File: src/rtl/fifo_stream_reader.sv
// Read-side master for the synchronous FIFO: pops words through the 1-cycle registered
// read port and re-presents them as a valid/ready stream through a 3-entry skid buffer.
module fifo_stream_reader #(
    parameter int Width = 8,
    parameter int CNT_W = 16
) (
    input  logic             clk,
    input  logic             rst,
    input  logic             en,
    input  logic             fifo_empty,
    input  logic [Width-1:0] fifo_dout,
    output logic             fifo_rd,
    output logic             m_valid,
    input  logic             m_ready,
    output logic [Width-1:0] m_data,
    output logic             busy,
    output logic [CNT_W-1:0] word_count
);

    logic [Width-1:0] buf_reg [3];
    logic [1:0]       head_reg, head_next;
    logic [1:0]       tail_reg, tail_next;
    logic [1:0]       occ_reg, occ_next;
    logic             inflight_reg;
    logic [CNT_W-1:0] count_reg, count_next;
    logic [2:0]       pending;
    logic             capture;
    logic             xfer;

    function automatic logic [1:0] ptr_inc(input logic [1:0] p);
        return (p == 2'd2) ? 2'd0 : p + 2'd1;
    endfunction

    // Reserve a buffer slot for every word already popped, so a capture never finds it full.
    assign pending    = {1'b0, occ_reg} + {2'b00, inflight_reg};
    assign fifo_rd    = ~rst & en & ~fifo_empty & (pending < 3'd3);
    assign capture    = inflight_reg;
    assign m_valid    = (occ_reg != 2'd0);
    assign m_data     = buf_reg[head_reg];
    assign xfer       = m_valid & m_ready;
    assign busy       = inflight_reg | m_valid;
    assign word_count = count_reg;

    always_comb begin
        head_next  = head_reg;
        tail_next  = tail_reg;
        occ_next   = occ_reg;
        count_next = count_reg;
        if (capture) begin
            tail_next = ptr_inc(tail_reg);
        end
        if (xfer) begin
            head_next  = ptr_inc(head_reg);
            count_next = count_reg + CNT_W'(1);
        end
        case ({capture, xfer})
            2'b10:   occ_next = occ_reg + 2'd1;
            2'b01:   occ_next = occ_reg - 2'd1;
            default: occ_next = occ_reg;
        endcase
    end

    always_ff @(posedge clk or posedge rst) begin
        if (rst) begin
            head_reg     <= 2'd0;
            tail_reg     <= 2'd0;
            occ_reg      <= 2'd0;
            inflight_reg <= 1'b0;
            count_reg    <= '0;
        end else begin
            head_reg     <= head_next;
            tail_reg     <= tail_next;
            occ_reg      <= occ_next;
            inflight_reg <= fifo_rd;
            count_reg    <= count_next;
        end
    end

    // Entries are cleared on reset so m_data reads zero while the buffer is empty after reset.
    generate
        for (genvar gi = 0; gi < 3; gi++) begin : g_entry
            always_ff @(posedge clk or posedge rst) begin
                if (rst) begin
                    buf_reg[gi] <= '0;
                end else if (capture && tail_reg == 2'(gi)) begin
                    buf_reg[gi] <= fifo_dout;
                end
            end
        end
    endgenerate

endmodule

File: config.mk
export PLATFORM = sky130hd
export DESIGN_NAME = fifo_stream_reader
export DESIGN_NICKNAME = d
export VERILOG_FILES = /design/src/rtl/fifo_stream_reader.sv
export SDC_FILE = /design/constraint.sdc
export NUM_CORES = 1
export LEC_CHECK = 0
export CAP_MARGIN = 5
export CORE_ASPECT_RATIO = 0.5
export CORE_UTILIZATION = 55
export DETAILED_ROUTE_END_ITERATION = 10
export PLACE_DENSITY = 0.93
export SYNTH_ARGS = -nofsm -noshare
export SYNTH_HDL_FRONTEND = slang
export SYNTH_SLANG_ARGS = --single-unit
File: constraint.sdc
create_clock -name clk -period 6.1 [get_ports clk]
set_clock_uncertainty 0.2 [all_clocks]
set_input_delay 1.83 -clock clk [delete_from_list [all_inputs] [get_ports clk]]
set_output_delay 1.83 -clock clk [all_outputs]
set_load 0.1 [all_outputs]
==> results of run 1 <==
-- per-stage QoR --
stage               cell area, sq um  worst slack (ns)  util [%]  cells
finish                          2740              1.26      76.3    263
global route                    2740              1.18      76.3    263
floorplan                       2160             0.141         -    169
detailed placement              2600              1.25      72.6    255
CTS                             2740              1.24      76.3    263
global placement                2600              1.27      72.6    255
-- synthesized netlist by cell type, types with 2 or more instances --
cell type / number
nand4_1: 4
o21ai_0: 5
clkbuf_1: 2
xnor2_1: 14
inv_1: 4
mux2_2: 17
o22ai_1: 4
mux2i_1: 8
nand2_1: 19
ha_1: 4
nand3_1: 7
xor2_1: 4
nor2_1: 5
dfrtp_1: 47
mux2_4: 8
-- worst register-to-register path: stages (launching register included) --
cell and delay (ns):
dfrtp_1 0.47, o21ai_2 0.50, inv_1 0.18, ha_1 0.24, xnor2_1 0.18, nor2_1 0.08
xor2_1 0.14
-- how the worst min path moves through the flow --
| stage | startpoint | to |
|---|---|---|
| 2_1_floorplan | buf_reg[12] | buf_reg[12] |
| 3_3_place_gp | word_count[15] | word_count[15] |
| 3_5_place_dp | word_count[15] | word_count[15] |
| 4_1_cts | word_count[15] | word_count[15] |
| 5_1_grt | word_count[15] | word_count[15] |
| 6_report | word_count[15] | word_count[15] |
-- cells by family (layout without fill, tap and decap cells) --
kind of cell / after synthesis / in the layout / synth area share (%)
simple gates: 45 / 45 / 12.1
mux: 33 / 33 / 18.1
compound gates: 12 / 12 / 3.30
xor+xnor: 18 / 18 / 7.30
flops: 47 / 47 / 54.5
buf+inv: 10 / 53 / 2.32
fa+ha+maj: 4 / 4 / 2.32
-- layout make-up --
| class | count | share of cell area [%] |
|---|---|---|
| sequential | 47 | 43.0 |
| tap | 51 | 2.33 |
| clock inverter | 2 | 2.20 |
| timing repair buffer | 40 | 14.9 |
| clock buffer | 6 | 2.65 |
| inverter | 5 | 0.686 |
| multi-input combinational | 112 | 34.2 |
-- metal layers --
layer	up-vias	track usage [%]
li1	669	-
met1	713	26.6
met2	29	35.9
met3	5	4.95
met4	0	10.3
met5	-	0
==> impl_results.md, run 1 <==
* Run status: finished clean
* Share of layout cells above drive strength 1 at 20.8%
* Final setup TNS at 0 ns
* RR Endpoint: occ_reg[1]
* Global-route wire length before repair at 6600 microns
* Root Buffer: clkbuf_8
* Worst Hold Class: flop to flop
* Synthesized instance count at 169
* Max Transition Viols Final at 0
* Yosys warnings at 0
* Crit path time final at 4.84 ns
* Pre-Repair DR Iteration Count at 5
* Post-synth EDFFs at 0
* Top delay family on crit path: buffers and inverters
* TritonCTS Buffers at 5
* Critical Path Max Stage Delay at 0.40 ns
* Setup crit end: fifo_rd
* Min Hold Slack at 0.284 ns
* Slew @ Worst Pin at 1.01 ns
* Vias in the first global route at 1391
* CTS tree: built
* Vias/cell at 5.38
* Total core area at 0.00358 sq mm
* Commonest non-fill, non-tap cells in the layout: 47 x dfrtp_1, 38 x clkdlybuf4s50_1, 19 x nand2_1, 17 x mux2_2, 14 x xnor2_1
* Global Route Usage Sum at 21.1%
* Largest register FFs at 24
* Hpwl dp at 2610 microns
* Fmax at 206 MHz
* Crit path cell chain: clkdlybuf4s50_1 > nor2_1 > nand3_1 > a21oi_2 > buf_12
* Worst r2r src: occ_reg[0]
* # resized after CTS at 0
* CP startpoint kind: input pin
* RSZ-0062 raised after global routing: no
* # DRC at 0
* Hold depth at 1
* Area delta synth->final at 26.7%
* Num rows at 15
* WL met1 at 1790 microns
* H-tree depth at 2
* Antenna diodes at 0
* Worst R2R Path Depth at 6
* Number of synthesized register bits at 47
* Dominant synthesized flop cell: dfrtp_1
* Routed met3 length at 130 microns
* Per-cell routed wire length at 14.8 microns
* Clock Latency Late Sink at 0.30 ns
* Final GP Congestion at 0.722
* Slew HR at 32.6%
* Crit path DAT at 2.81 ns
* DR vias at 1416
* Mapped cell area at 0.00216 sq mm
* Crit path from: fifo_empty
* Post-Route WL at 3890 microns
* DR top layer: met4
* Met2 WL at 1910 microns
* Pin count of the biggest net entering global routing at 48
* CTS clk-pin slew, worst paths at 0.09 ns
* Most common cell after layout, fill and taps aside: dfrtp_1
* CP Depth at 5
* Area occupied by multi-input gates at 936 sq um
* Initial Util at 60.2%
* Cell variety after synth at 32
* Crit Path Class: input pin to primary output
* Crit path buffers/inverters at 2
* Die width at 90.6 microns
* Hold_buf cts at 0
* CP Capture Type: primary output
* Syn Area/Cell at 12.8 sq um
* Io pins at 40
* Register area at 0.00118 sq mm
* PortBufs at 39
* CP Max Fanout at 2
* Final setup viols at 0
* Endpoints failing hold at 0
* Post-route ant nets at 0
* Max Root-Sink Buffers at 2
* R2R Setup Slk at 4.01 ns
* Period utilisation layout at 79.4%
* # nets final at 228
* Dominant cells by area after synthesis: dfrtp_1 54%, mux2_2 8.9%, xnor2_1 5.7%, mux2_4 5.6%, mux2i_1 3.7%
* Max-cap violation count at 0
* Global route overflow at 0
* Post-synthesis sequential area ratio at 54.5%
* Die Ht at 46.3 microns
* Initial antenna violation count at 0
* Clock sink count at 47
* Async SR Flop Fraction at 100%
* # Post-CTS Setup Buffers at 0
* CP required at 4.07 ns
* Synth top area share at 54.5%
* Total die area at 0.00419 sq mm
* DRT iter0 DRCs at 47
* FILL cells at 208
* Mapped Nets at 186
* Largest area contributor in the netlist: dfrtp_1
* Critical-path top delay cell: clkdlybuf4s50_1
Power of run 1 is not shown: default switching activity piles up to over one toggle a cycle in this logic, so the estimate is an artifact.
==> run 2: changes to the inputs <==
Settings changed: CORE_UTILIZATION 55 to 51, PLACE_DENSITY 0.93 to 0.88.
Clock period 6.1 ns to 5 ns, I/O delays scaled along.
==> run 2 against run 1 <==
  * Routed wire length up 1.6%
  * Register-to-register slack got worse by 1.1 ns
  * Non-clock buffer count unchanged
  * Clock-buffer cell count up 2
  * Sequential share of layout area is 0.72 points higher
  * Final cell count grew 1.1%
  * First-iteration DRC count fell by 45%
  * Core utilization fell by 8.8 points
  * Global-route usage shrank 1.7 points
  * Critical endpoint unchanged
  * Highest routed layer unchanged
==> impl_results.md, run 2 (synthesis gave the netlist of run 1 again) <==
* Initial Util at 54.2% (-6.0 points)
* Most common cell after layout, fill and taps aside: dfrtp_1
* Post-Route WL at 3950 microns (+1.6%)
* Per-cell routed wire length at 14.9 microns (+0.47%)
* Worst Hold Class: flop to flop
* Slew HR at 34.4% (+1.9 points)
* RSZ-0062 raised after global routing: no
* CTS clk-pin slew, worst paths at 0.08 ns (about the same)
* Clock Latency Late Sink at 0.29 ns (about the same)
* Die Ht at 48 microns (+3.7%)
* Largest register FFs at 24 (unchanged)
* Vias in the first global route at 1417 (+1.9%)
* Pin count of the biggest net entering global routing at 48 (unchanged)
* CP Capture Type: primary output
* Slew @ Worst Pin at 0.981 ns (-0.0280 ns)
* Vias/cell at 5.26 (-2.2%)
* Crit path time final at 4.21 ns
* Crit path DAT at 2.51 ns (-0.30 ns)
* Final worst slack at 0.792 ns (-0.464 ns)
* Global route overflow at 0 (unchanged)
* # nets final at 228 (unchanged)
* Global Route Usage Sum at 19.5% (-1.7 points)
* Share of layout cells above drive strength 1 at 24.5% (+3.8 points)
* Setup WS pre-CTS at 0.787 ns (-0.459 ns)
* Final setup TNS at 0 ns (unchanged)
* DR top layer: met4
* FILL cells at 300 (+44%)
* Clock sink count at 47 (unchanged)
* Run status: finished clean
* Commonest non-fill, non-tap cells in the layout: 47 x dfrtp_1, 30 x clkdlybuf4s50_1, 19 x nand2_1, 17 x mux2_2, 14 x xnor2_1
* CP Max Fanout at 2 (unchanged)
* Post-route ant nets at 0 (unchanged)
* Fmax at 238 MHz
* Max-cap violation count at 0 (unchanged)
* Max Transition Viols Final at 0 (unchanged)
* CP required at 3.30 ns (-0.77 ns)
* Total die area at 0.00451 sq mm (+7.6%)
* Hpwl dp at 2870 microns (+10%)
* Hold_buf cts at 0 (unchanged)
* CTS tree: built
* Io pins at 40 (unchanged)
* Period utilisation layout at 84.2%
* PortBufs at 39 (unchanged)
* Max Root-Sink Buffers at 2 (unchanged)
* Root Buffer: clkbuf_8
* Endpoints failing hold at 0 (unchanged)
* Met2 WL at 2050 microns (+7.0%)
* H-tree depth at 2 (unchanged)
* CP startpoint kind: input pin
* Num rows at 16 (+1)
* # resized after CTS at 0 (unchanged)
* Die width at 94 microns (+3.8%)
* # DRC at 0 (unchanged)
* Global-route wire length before repair at 6400 microns (-2.9%)
* Pre-Repair DR Iteration Count at 4 (-1)
* Area delta synth->final at 24.6%
* # Post-CTS Setup Buffers at 0 (unchanged)
* Final setup viols at 0 (unchanged)
* TritonCTS Buffers at 5 (unchanged)
* Routed met3 length at 104 microns (-20%)
* WL met1 at 1790 microns (-0.50%)
* Crit Path Class: input pin to primary output
* DRT iter0 DRCs at 26 (-45%)
* Initial antenna violation count at 0 (unchanged)
* Total core area at 0.00398 sq mm (+11%)
* DR vias at 1400 (-1.1%)
* Final GP Congestion at 0.689 (-4.6%)
* Antenna diodes at 0 (unchanged)
-- run 2: area by class of cell --
type	instances	area [sq um]	area share, %
multi-input combinational	112	936	34.8
clock buffer	8	100	3.72
tap	54	67.6	2.51
inverter	5	22.5	0.837
sequential	47	1180	43.7
timing repair buffer	40	388	14.4
-- run 2: metrics by stage --
stage	utilization [%]	std cells	instance area (sq um)	hold WS [ns]
3_3_place_gp	65.0	258	2590	0.260
3_5_place_dp	65.0	258	2590	0.268
6_report	67.5	266	2690	0.269
2_1_floorplan	-	169	2170	0.279
4_1_cts	67.5	266	2690	0.279
5_1_grt	67.5	266	2690	0.291
-- run 2: worst max-delay path, cell delays in order --
cell and delay (ns):
clkdlybuf4s50_1 0.44, clkinvlp_4 0.09, nand3_1 0.09, a21oi_2 0.18, buf_12 0.20
-- run 2: path summary, 6_finish.rpt --
| kind | from | end | slack (ns) | depth (start not counted) |
|---|---|---|---|---|
| worst max-delay path | rst | fifo_rd | 0.79 | 5 |
| worst min-delay path | word_count[15] | word_count[15] | 0.27 | 1 |
| worst max register to register | occ_reg[0] | occ_reg[1] | 2.87 | 5 |
| worst min register to register | word_count[15] | word_count[15] | 0.27 | 1 |
| max in group asynchronous | rst | buf_reg[3] | 2.67 | 3 |
| min in group asynchronous | rst | word_count[1] | 1.55 | 3 |
-- run 2: metal layers --
metal / global-route usage (%) / up-vias
li1: - / 666
met1: 23.7 / 714
met2: 35.0 / 18
met3: 5.08 / 2
met4: 7.08 / 0
met5: 0 / -
Power of run 2 is left out for the same reason.
